File: src/rtl/corescore_reset_sequencer.sv
// Staged reset release for the CoreScore fabric: hold all domains, then free them one by one.
// Optional restart counter port o_restarts is built when CORESCORE_RSTSEQ_STATS_EN is defined.
module corescore_reset_sequencer #(
    parameter int unsigned NUM_DOMAINS = 4,
    parameter int unsigned HOLD_CYCLES = 16,
    parameter int unsigned STAGE_GAP   = 8
) (
    input  logic                   i_clk,
    input  logic                   i_rst,
    input  logic                   i_sw_rst,
    output logic [NUM_DOMAINS-1:0] o_rst,
    output logic                   o_ready,
`ifdef CORESCORE_RSTSEQ_STATS_EN
    output logic [7:0]             o_restarts,
`endif
    output logic                   o_busy
);

    localparam int unsigned MAX_CNT = (HOLD_CYCLES > STAGE_GAP) ? HOLD_CYCLES : STAGE_GAP;
    localparam int unsigned CNT_W   = $clog2(MAX_CNT + 1);
    localparam int unsigned STAGE_W = $clog2(NUM_DOMAINS + 1);

    typedef enum logic [1:0] {
        StHold,
        StStage,
        StDone
    } state_e;

    state_e                 state_q, state_d;
    logic [CNT_W-1:0]       cnt_q, cnt_d;
    logic [STAGE_W-1:0]     stage_q, stage_d;
    logic [NUM_DOMAINS-1:0] rst_q, rst_d;

    logic                   hold_done;
    logic                   gap_done;
    logic                   all_released;
    logic [NUM_DOMAINS-1:0] stage_mask;

    // Compare against target-1 so the release lands on the edge the count reaches target.
    assign hold_done    = (cnt_q == CNT_W'(HOLD_CYCLES - 1));
    assign gap_done     = (cnt_q == CNT_W'(STAGE_GAP - 1));
    assign all_released = (stage_q == STAGE_W'(NUM_DOMAINS));

    always_comb begin
        stage_mask = '0;
        for (int i = 0; i < NUM_DOMAINS; i++) begin
            stage_mask[i] = (stage_q == STAGE_W'(i));
        end
    end

    always_comb begin
        state_d = state_q;
        cnt_d   = cnt_q;
        stage_d = stage_q;
        rst_d   = rst_q;

        if (i_sw_rst) begin
            // Software request beats any release due on this edge.
            state_d = StHold;
            cnt_d   = '0;
            stage_d = '0;
            rst_d   = '1;
        end else begin
            unique case (state_q)
                StHold: begin
                    if (hold_done) begin
                        rst_d[0] = 1'b0;
                        cnt_d    = '0;
                        stage_d  = STAGE_W'(1);
                        state_d  = StStage;
                    end else begin
                        cnt_d = cnt_q + CNT_W'(1);
                    end
                end
                StStage: begin
                    if (all_released) begin
                        cnt_d   = '0;
                        state_d = StDone;
                    end else if (gap_done) begin
                        rst_d   = rst_q & ~stage_mask;
                        cnt_d   = '0;
                        stage_d = stage_q + STAGE_W'(1);
                    end else begin
                        cnt_d = cnt_q + CNT_W'(1);
                    end
                end
                StDone: begin
                    rst_d = '0;
                    cnt_d = '0;
                end
                default: begin
                    state_d = StHold;
                    cnt_d   = '0;
                    stage_d = '0;
                    rst_d   = '1;
                end
            endcase
        end
    end

    always_ff @(posedge i_clk) begin
        if (i_rst) begin
            state_q <= StHold;
            cnt_q   <= '0;
            stage_q <= '0;
            rst_q   <= '1;
        end else begin
            state_q <= state_d;
            cnt_q   <= cnt_d;
            stage_q <= stage_d;
            rst_q   <= rst_d;
        end
    end

    assign o_rst   = rst_q;
    assign o_ready = (state_q == StDone);
    assign o_busy  = (state_q != StDone);

`ifdef CORESCORE_RSTSEQ_STATS_EN
    logic       sw_rst_q;
    logic [7:0] restarts_q, restarts_d;

    always_comb begin
        restarts_d = restarts_q;
        if (i_sw_rst && !sw_rst_q && (restarts_q != 8'hFF)) begin
            restarts_d = restarts_q + 8'd1;
        end
    end

    // The sampled copy keeps tracking during i_rst so a request held across reset is not recounted.
    always_ff @(posedge i_clk) begin
        sw_rst_q <= i_sw_rst;
        if (i_rst) begin
            restarts_q <= 8'd0;
        end else begin
            restarts_q <= restarts_d;
        end
    end

    assign o_restarts = restarts_q;
`endif

endmodule
File: config.mk
export PLATFORM = sky130hd
export DESIGN_NAME = corescore_reset_sequencer
export DESIGN_NICKNAME = d
export VERILOG_FILES = /design/src/rtl/corescore_reset_sequencer.sv
export SDC_FILE = /design/constraint.sdc
export NUM_CORES = 1
export LEC_CHECK = 0
export CORE_AREA = 3 3 40 42
export CTS_BUF_LIST = sky130_fd_sc_hd__clkbuf_2 sky130_fd_sc_hd__clkbuf_4 sky130_fd_sc_hd__clkbuf_8
export DETAILED_ROUTE_END_ITERATION = 6
export DIE_AREA = 0 0 43 45
export PLACE_DENSITY = 0.9
export SLEW_MARGIN = 15
export SYNTH_ARGS = -nofsm -noshare
export SYNTH_HDL_FRONTEND = slang
export SYNTH_SLANG_ARGS = --single-unit
File: constraint.sdc
create_clock -name i_clk -period 3.1 [get_ports i_clk]
set_clock_uncertainty 0.1 [all_clocks]
set_input_delay 0.31 -clock i_clk [delete_from_list [all_inputs] [get_ports i_clk]]
set_output_delay 0.31 -clock i_clk [all_outputs]
set_load 0.05 [all_outputs]
Word level (Yosys, flattened, before mapping)

Cells that the tools add are included.

$add $sub $neg: 2
Multiply operators: 0
Div/mod/pow operators: 0
Magnitude comparators: 0
Equality and inequality tests: 13
Shift operators: 0
Multiplexer cells: 16
Bitwise operators: 4
Reduce and logical (&&, ||, !) cells: 7

Operators with widths:

| cell                                                 | count |
|---|---|
| case mux 3 bit (3 select lines)                      | 2 |
| two-way mux 5 bit                                    | 3 |
| inequality test 2 bit (second input constant)        | 5 |
| case mux 5 bit (2 select lines)                      | 1 |
| two-way mux 3 bit                                    | 3 |
| AND reduction 3 bit                                  | 3 |
| two-way mux 4 bit                                    | 2 |
| equality test 3 x 2 -> 1 bit (second input constant) | 2 |
| case mux 2 bit (3 select lines)                      | 1 |
| adder 5 x 1 -> 5 bit (second input constant)         | 1 |
| equality test 5 x 3 -> 1 bit (second input constant) | 1 |
| equality test 5 x 4 -> 1 bit (second input constant) | 1 |
| AND 4 bit                                            | 1 |
| two-way mux 2 bit                                    | 2 |
| NOT 4 bit                                            | 1 |
| AND reduction 4 bit                                  | 1 |
| adder 3 x 1 -> 3 bit (second input constant)         | 1 |
| equality test 3 x 1 -> 1 bit (second input constant) | 1 |
| equality test 3 bit (second input constant)          | 1 |
| zero test 3 bit                                      | 1 |
| case mux 1 bit (3 select lines)                      | 1 |
| equality test 2 x 1 -> 1 bit (second input constant) | 1 |
| equality test 2 bit (second input constant)          | 1 |
| zero test 2 bit                                      | 1 |
| other kinds (3)                                      | 4 |

Register bits: 14
Bits in latches: 0
RAM bits: 0
ROM bits: 0
Bits of input ports: 3
Output and inout port bits: 6
Word-level logic and storage cells: 47
Memories: 0

Longest topological paths before layout

Gate-level depths: netlist of the first run.

Word-level depth: 6
Gate-level depth with buffers: 7
Gate-level depth less buffers: 7

Worst setup path after synthesis of the first run

Ideal clock, no wire load.

Path kind: flip-flop to output port
Start: reg state_q[0]
End: out o_ready
Arrival: 1.391 ns
Required time: 2.690 ns
Setup slack: 1.299 ns
Cell stages (with the launch flop): 4
Path buffers: 1
Path through: dfxtp_1 > buf_2 > nand2b_1 > inv_1

Longest elaborated chain between the ends: 1

Ends and longest elaborated chain:

| item                   | RTL line | source |
|---|---|---|
| start, declared        | 29       | `state_e state_q, state_d;` |
| start signal, assigned | 103      | `state_q <= StHold;` |
| start signal, assigned | 108      | `state_q <= state_d;` |
| equality test 2 bit    | 116      | `assign o_ready = (state_q == StDone);` |
| end, declared          | 12       | `output logic o_ready,` |

Every way passes these cells.

Final worst setup path of the first run

Start: reg state_q[0]
End: out o_busy

Longest elaborated chain between the ends: 1

Ends and longest elaborated chain:

| item                  | RTL line | source |
|---|---|---|
| inequality test 2 bit | 117      | `assign o_busy = (state_q != StDone);` |
| end, declared         | 16       | `output logic o_busy` |

Every way passes these cells.

==> results of run 1 <==
==> per-stage QoR <==
step	power (uW)	hold WS [ns]	setup slack, ns	utilization
finish	331	0.377	0.812	0.687
global route	344	0.401	0.701	0.687
CTS	334	0.380	0.806	0.687
detailed placement	199	0.367	1.12	0.659
global placement	199	0.339	1.16	0.659
floorplan	193	0.328	1.30	-
==> power by group through the flow <==
| stage | registers, uW | logic (uW) | clock network (uW) |
|---|---|---|---|
| 2_1_floorplan | 186 | 7.35 | 0 |
| 3_3_place_gp | 186 | 12.9 | 0 |
| 3_5_place_dp | 186 | 13.2 | 0 |
| 4_1_cts | 182 | 13.6 | 138 |
| 5_1_grt | 182 | 15.2 | 147 |
| 6_report | 182 | 13.6 | 135 |
==> final cells by class <==
cell class / count / area share
multi-input cells: 61 / 0.492
well taps: 15 / 0.0212
inverters: 9 / 0.0382
repair buffers: 8 / 0.0907
flip-flops and latches: 14 / 0.317
clock buffers: 4 / 0.0411
==> worst max-delay path by stage <==
stage               slack [ns]      end        from  cells past startpoint
floorplan                 1.30  o_ready  state_q[0]                      3
global placement          1.16   o_busy  state_q[0]                      2
detailed placement        1.12   o_busy  state_q[0]                      2
CTS                       0.81   o_busy  state_q[0]                      2
global route              0.70   o_busy  state_q[0]                      2
finish                    0.81   o_busy  state_q[0]                      2
==> cells in the final DEF, fill, tap and decap left out, drive strengths merged <==
master,n
nand2b,3
nor3b,1
clkdlybuf4s50,8
nor2b,2
a311oi,1
clkbuf,4
xor2,1
and2,2
a21oi,6
a211o,1
a21boi,2
inv,9
o21ai,4
a22o,1
nand4bb,1
nor2,7
nand2,2
a32o,1
and4bb,1
dfxtp,14
o22ai,1
or3,1
a31oi,3
ha,8
nand3,3
a21o,1
nor3,4
nand4b,1
a211oi,3
==> metal layers <==
layer	routed length (um)	track usage	up-vias
met1	723	0.219	293
li1	-	-	326
met4	34	0.108	0
met2	722	0.296	21
met3	93	0.0518	6
met5	0	0	-
==> worst max-delay path, stage by stage, from the launching register on <==
cell             delay (ns)
dfxtp_1                0.59
nand2b_1               0.20
clkdlybuf4s50_1        0.81
==> kinds of logic after synthesis <==
kind of cell             share of synthesized area
XOR/XNOR                                    0.0116
flip-flops                                   0.372
AND/OR/NAND/NOR                              0.218
AO/OA/AOI/OAI                                0.214
buffers and inverters                       0.0515
adder cells (fa/ha/maj)                      0.133
==> registers in the layout, indices dropped and copies added, names as in the netlist <==
register  flops
state_q       2
o_rst         4
cnt_q         5
stage_q       3
==> flow_metrics.tcl, run 1 <==
set metrics [dict create \
    pwr-share-clk 0.409 \
    synthesis_to_finish_area_growth_pct 17.3 \
    ctsHoldBuffers 0 \
    final_min_period_over_clock_period 0.738 \
    clock_sink_count 14 \
    total_wire_length_um 1570 \
    hold-path-endpoint "o_rst[0]" \
    maxSlewHeadroom 0.648 \
    r2r.worst_path.cells 7 \
    hold_start "o_rst[0]" \
    seq_power_share 0.550 \
    io_buffers 8 \
    coreArea_um2 1280 \
    worst-setup-path-type "flip-flop to primary output" \
    wl_per_cell_um 14.2 \
    drv.max_cap_violation_count 0 \
    design.portCount 9 \
    min_path_type "flip-flop to flip-flop" \
    area_after_dpl_um2 847 \
    tritoncts "yes" \
    antenna_cells 0 \
    power-per-cell-area_nw_per_um2 375 \
    cts.path.max_buffers 2 \
    synthMostInstantiatedCell "dfxtp_1" \
    syn-mean-instance-area_um2 8.86 \
    design_area_um2 883 \
    finish.net_count 108 \
    end_of_the_worst_register_to_register_path "stage_q[2]" \
    worst_flop_to_flop_path_startpoint "cnt_q[0]" \
    layout.cells.non_filler 111 \
    aggregate_global_routing_overflow 0 \
    yosys_warnings 0 \
    kind_of_start_point_of_the_critical_path "flip-flop" \
    synth.top_cells.by_count "14 x dfxtp_1, 9 x inv_1, 8 x ha_1, 7 x nor2_1, 6 x a21oi_1" \
    dp.final_hpwl_um 1120 \
    post-synth-top-area-cell "dfxtp_1" \
    multiInputGateArea_um2 434 \
    tightestPinTransition_ns 0.525 \
    outcome "completed" \
    layout.area.seq_um2 280 \
    fill_cells 118 \
    timing.critical_path.fanout_max 15 \
    placement_rows 13 \
    htree_levels 1 \
    place_congestion 0.807 \
    first_global_vias 583 \
    number_of_vias_in_the_routed_layout 646 \
    grt_pass1_wl_um 2620 \
    synth-seq-area-share 0.372 \
    synth.net_count 96 \
    synth.area.top_cells "dfxtp_1 37%, ha_1 13%, inv_1 4.5%" \
    drive_above_1_share 0.0729 \
    clock.fmax_mhz 437 \
    final_hold_viol_count 0 \
    placedCellCount 107 \
    synth.ff_latch_count 14 \
    cts-buffers-inserted 3 \
    most_used_dff_post_synth "dfxtp_1" \
    grt_setup_unrepaired "false" \
    setup_crit_end_kind "primary output" \
    synth.top_cell.area_share 0.372 \
    cell_count_after_synthesis 85 \
    peakVddDrop_v 0.000248 \
    total_leakage_power_uw 0.000340 \
    netlist-cell-type-count 29 \
    tns_ns 0 \
    synth-async-reset-ratio 0 \
    clk_root_buffer_cell "clkbuf_4" \
    drt_pre_antenna_iters 4 \
    post_synth_edffs 0 \
    cell_internal_pwr_uw 259 \
    clock_latency_on_the_worst_skew_pair_ns 0.29 \
    setup.reg_to_reg.worst_slack_ns 1.15 \
    via_per_inst 5.82 \
    grt_max_degree 16 \
    drt.antenna.violating_nets 0 \
    die_y_um 45 \
    global_route.usage.total 0.184 \
    endpoints_failing_setup 0 \
    dr.first_iter.drc_count 19 \
    shortest_clock_period_the_worst_path_allows_after_layout_ns 2.29 \
    floorplan.initialDensity 0.586 \
    grt_antenna_before_repair 0 \
    fp.dieArea_um2 1940 \
    synth_area_um2 753 \
    ctsResizeCount 0 \
    comb_power_share 0.041 \
    dieWidth_um 43 \
    cts.repair_timing.setup_buffer_count 0 \
    timing.final.max_slew_violations 0 \
    switchingPower_uw 72.4 \
    drc 0 \
    critical_path_required_ns 2.69 \
    clkTransAtPathRegs_ns 0.09 \
    cp_data_arrival_time_ns 1.88 \
    whs_path_depth 2 \
    p_sw_frac 0.219 \
]
Note: power is estimated with default switching activity, not from simulation.
==> run 2: changes to the inputs <==
--- a/config.mk
+++ b/config.mk
@@ -5,11 +5,11 @@
 export SDC_FILE = /design/constraint.sdc
 export NUM_CORES = 1
 export LEC_CHECK = 0
-export CORE_AREA = 3 3 40 42
+export CORE_MARGIN = 3
+export CORE_UTILIZATION = 56
 export CTS_BUF_LIST = sky130_fd_sc_hd__clkbuf_2 sky130_fd_sc_hd__clkbuf_4 sky130_fd_sc_hd__clkbuf_8
 export DETAILED_ROUTE_END_ITERATION = 6
-export DIE_AREA = 0 0 43 45
-export PLACE_DENSITY = 0.9
+export PLACE_DENSITY = 0.89
 export SLEW_MARGIN = 15
 export SYNTH_ARGS = -nofsm -noshare
 export SYNTH_HDL_FRONTEND = slang
==> constraint.sdc (replaced) <==
create_clock -name i_clk -period 2.35 [get_ports i_clk]
set_clock_uncertainty 0.1 [all_clocks]
set_input_delay 0.235 -clock i_clk [delete_from_list [all_inputs] [get_ports i_clk]]
set_output_delay 0.235 -clock i_clk [all_outputs]
set_load 0.05 [all_outputs]
==> flow_metrics.tcl, run 2 (same netlist as run 1, synthesis figures left out) <==
set metrics [dict create \
    dp.final_hpwl_um 1250 \
    power-per-cell-area_nw_per_um2 489 \
    tightestPinTransition_ns 0.564 \
    finish.net_count 109 \
    grt_setup_unrepaired "false" \
    shortest_clock_period_the_worst_path_allows_after_layout_ns 2.08 \
    dr.first_iter.drc_count 29 \
    coreArea_um2 1190 \
    most_common_cell_after_layout_fill_and_taps_aside "dfxtp_1" \
    cp_data_arrival_time_ns 1.75 \
    grt_use_met1 0.260 \
    drv.max_cap_violation_count 0 \
    cts.path.max_buffers 2 \
    die_y_um 42.7 \
    number_of_vias_in_the_routed_layout 684 \
    dieWidth_um 42.7 \
    synthesis_to_finish_area_growth_pct 18.1 \
    worst_hold_slack_ns 0.369 \
    top_usage_layer "met2" \
    total_wire_length_um 1660 \
    outcome "completed" \
    place_congestion 0.760 \
    total_leakage_power_uw 0.000345 \
    cts-buffers-inserted 3 \
    design.portCount 9 \
    setup_crit_end_kind "primary output" \
    via_per_inst 6.16 \
    drt.antenna.violating_nets 0 \
    use_met3 0.0381 \
    timing.final.max_slew_violations 0 \
    maxSlewHeadroom 0.622 \
    setup.reg_to_reg.worst_slack_ns 0.48 \
    fill_cells 101 \
    placement_rows 12 \
    regMostFlops "cnt_q" \
    clock_latency_on_the_worst_skew_pair_ns 0.29 \
    clk_root_buffer_cell "clkbuf_4" \
    placement.setup.worst_slack_ns 0.525 \
    area_after_dpl_um2 853 \
    kind_of_start_point_of_the_critical_path "flip-flop" \
    critical_path_required_ns 2.02 \
    drc 0 \
    drive_above_1_share 0.0825 \
    floorplan.initialDensity 0.635 \
    io_buffers 8 \
    min_path_type "flip-flop to flip-flop" \
    aggregate_global_routing_overflow 0 \
    p_total_uw 435 \
    tns_ns 0 \
    multiInputGateArea_um2 434 \
    drt_pre_antenna_iters 5 \
    timing.critical_path.fanout_max 8 \
    peakVddDrop_v 0.000353 \
    grt_max_degree 15 \
    final_hold_viol_count 0 \
    clkTransAtPathRegs_ns 0.09 \
    grt_antenna_before_repair 0 \
    antenna_cells 0 \
    final_min_period_over_clock_period 0.887 \
    largest_register_ffs 5 \
    tritoncts "yes" \
    wl_per_cell_um 14.9 \
    clock_sink_count 14 \
    fp.dieArea_um2 1820 \
    cts.repair_timing.setup_buffer_count 0 \
    endpoints_failing_setup 0 \
    grt_pass1_wl_um 2750 \
    first_global_vias 616 \
    final_cell_mix "14 x dfxtp_1, 9 x inv_1, 8 x ha_1, 8 x clkdlybuf4s50_1, 7 x nor2_1" \
    global_route.usage.total 0.197 \
    ctsResizeCount 0 \
    worst-setup-path-type "flip-flop to primary output" \
    layout.area.seq_um2 280 \
    setup_ws_ns 0.266 \
    clock.fmax_mhz 480 \
    htree_levels 1 \
    global_route.usage.met2 0.311 \
    design_area_um2 890 \
    ctsHoldBuffers 0 \
]
run 2: changes by cell type in the layout (fill, tap and decap cells not counted), sizes merged:
cell | before | now
buf | 0 | 1
run 2: final timing paths:
check | from | to | cells after the start
max | state_q[1] | o_ready | 3
min reg2reg | cnt_q[0] | cnt_q[0] | 1
min | cnt_q[0] | cnt_q[0] | 1
max reg2reg | stage_q[0] | stage_q[2] | 5
run 2: layer usage:
metal	vias to the layer above	wire length, um
li1	331	-
met1	315	745
met2	29	763
met3	9	107
met4	0	43
met5	-	0
run 2: power breakdown:
group          internal [uW]  switching, uW  total [uW]
registers                239           1.27         240
clock network           94.4           82.1         177
logic                   8.09           10.2        18.2
run 2: critical path, stage by stage, from the launching register on:
cell	delay [ns]
dfxtp_1	0.48
nand2b_1	0.12
inv_1	0.06
clkdlybuf4s50_1	0.79
run 2: metrics by stage:
| stage | util | cells |
|---|---|---|
| after global placement | 0.719 | 107 |
| after floorplan | - | 85 |
| after detailed placement | 0.719 | 107 |
| after CTS | 0.750 | 111 |
| final | 0.750 | 111 |
| after global routing | 0.750 | 111 |
run 2: final cells by class:
class | count | share of cell area
multi-input cells | 61 | 0.488
flip-flops and latches | 14 | 0.315
repair buffers | 9 | 0.0985
clock buffers | 4 | 0.0408
inverters | 9 | 0.0380
well taps | 14 | 0.0197
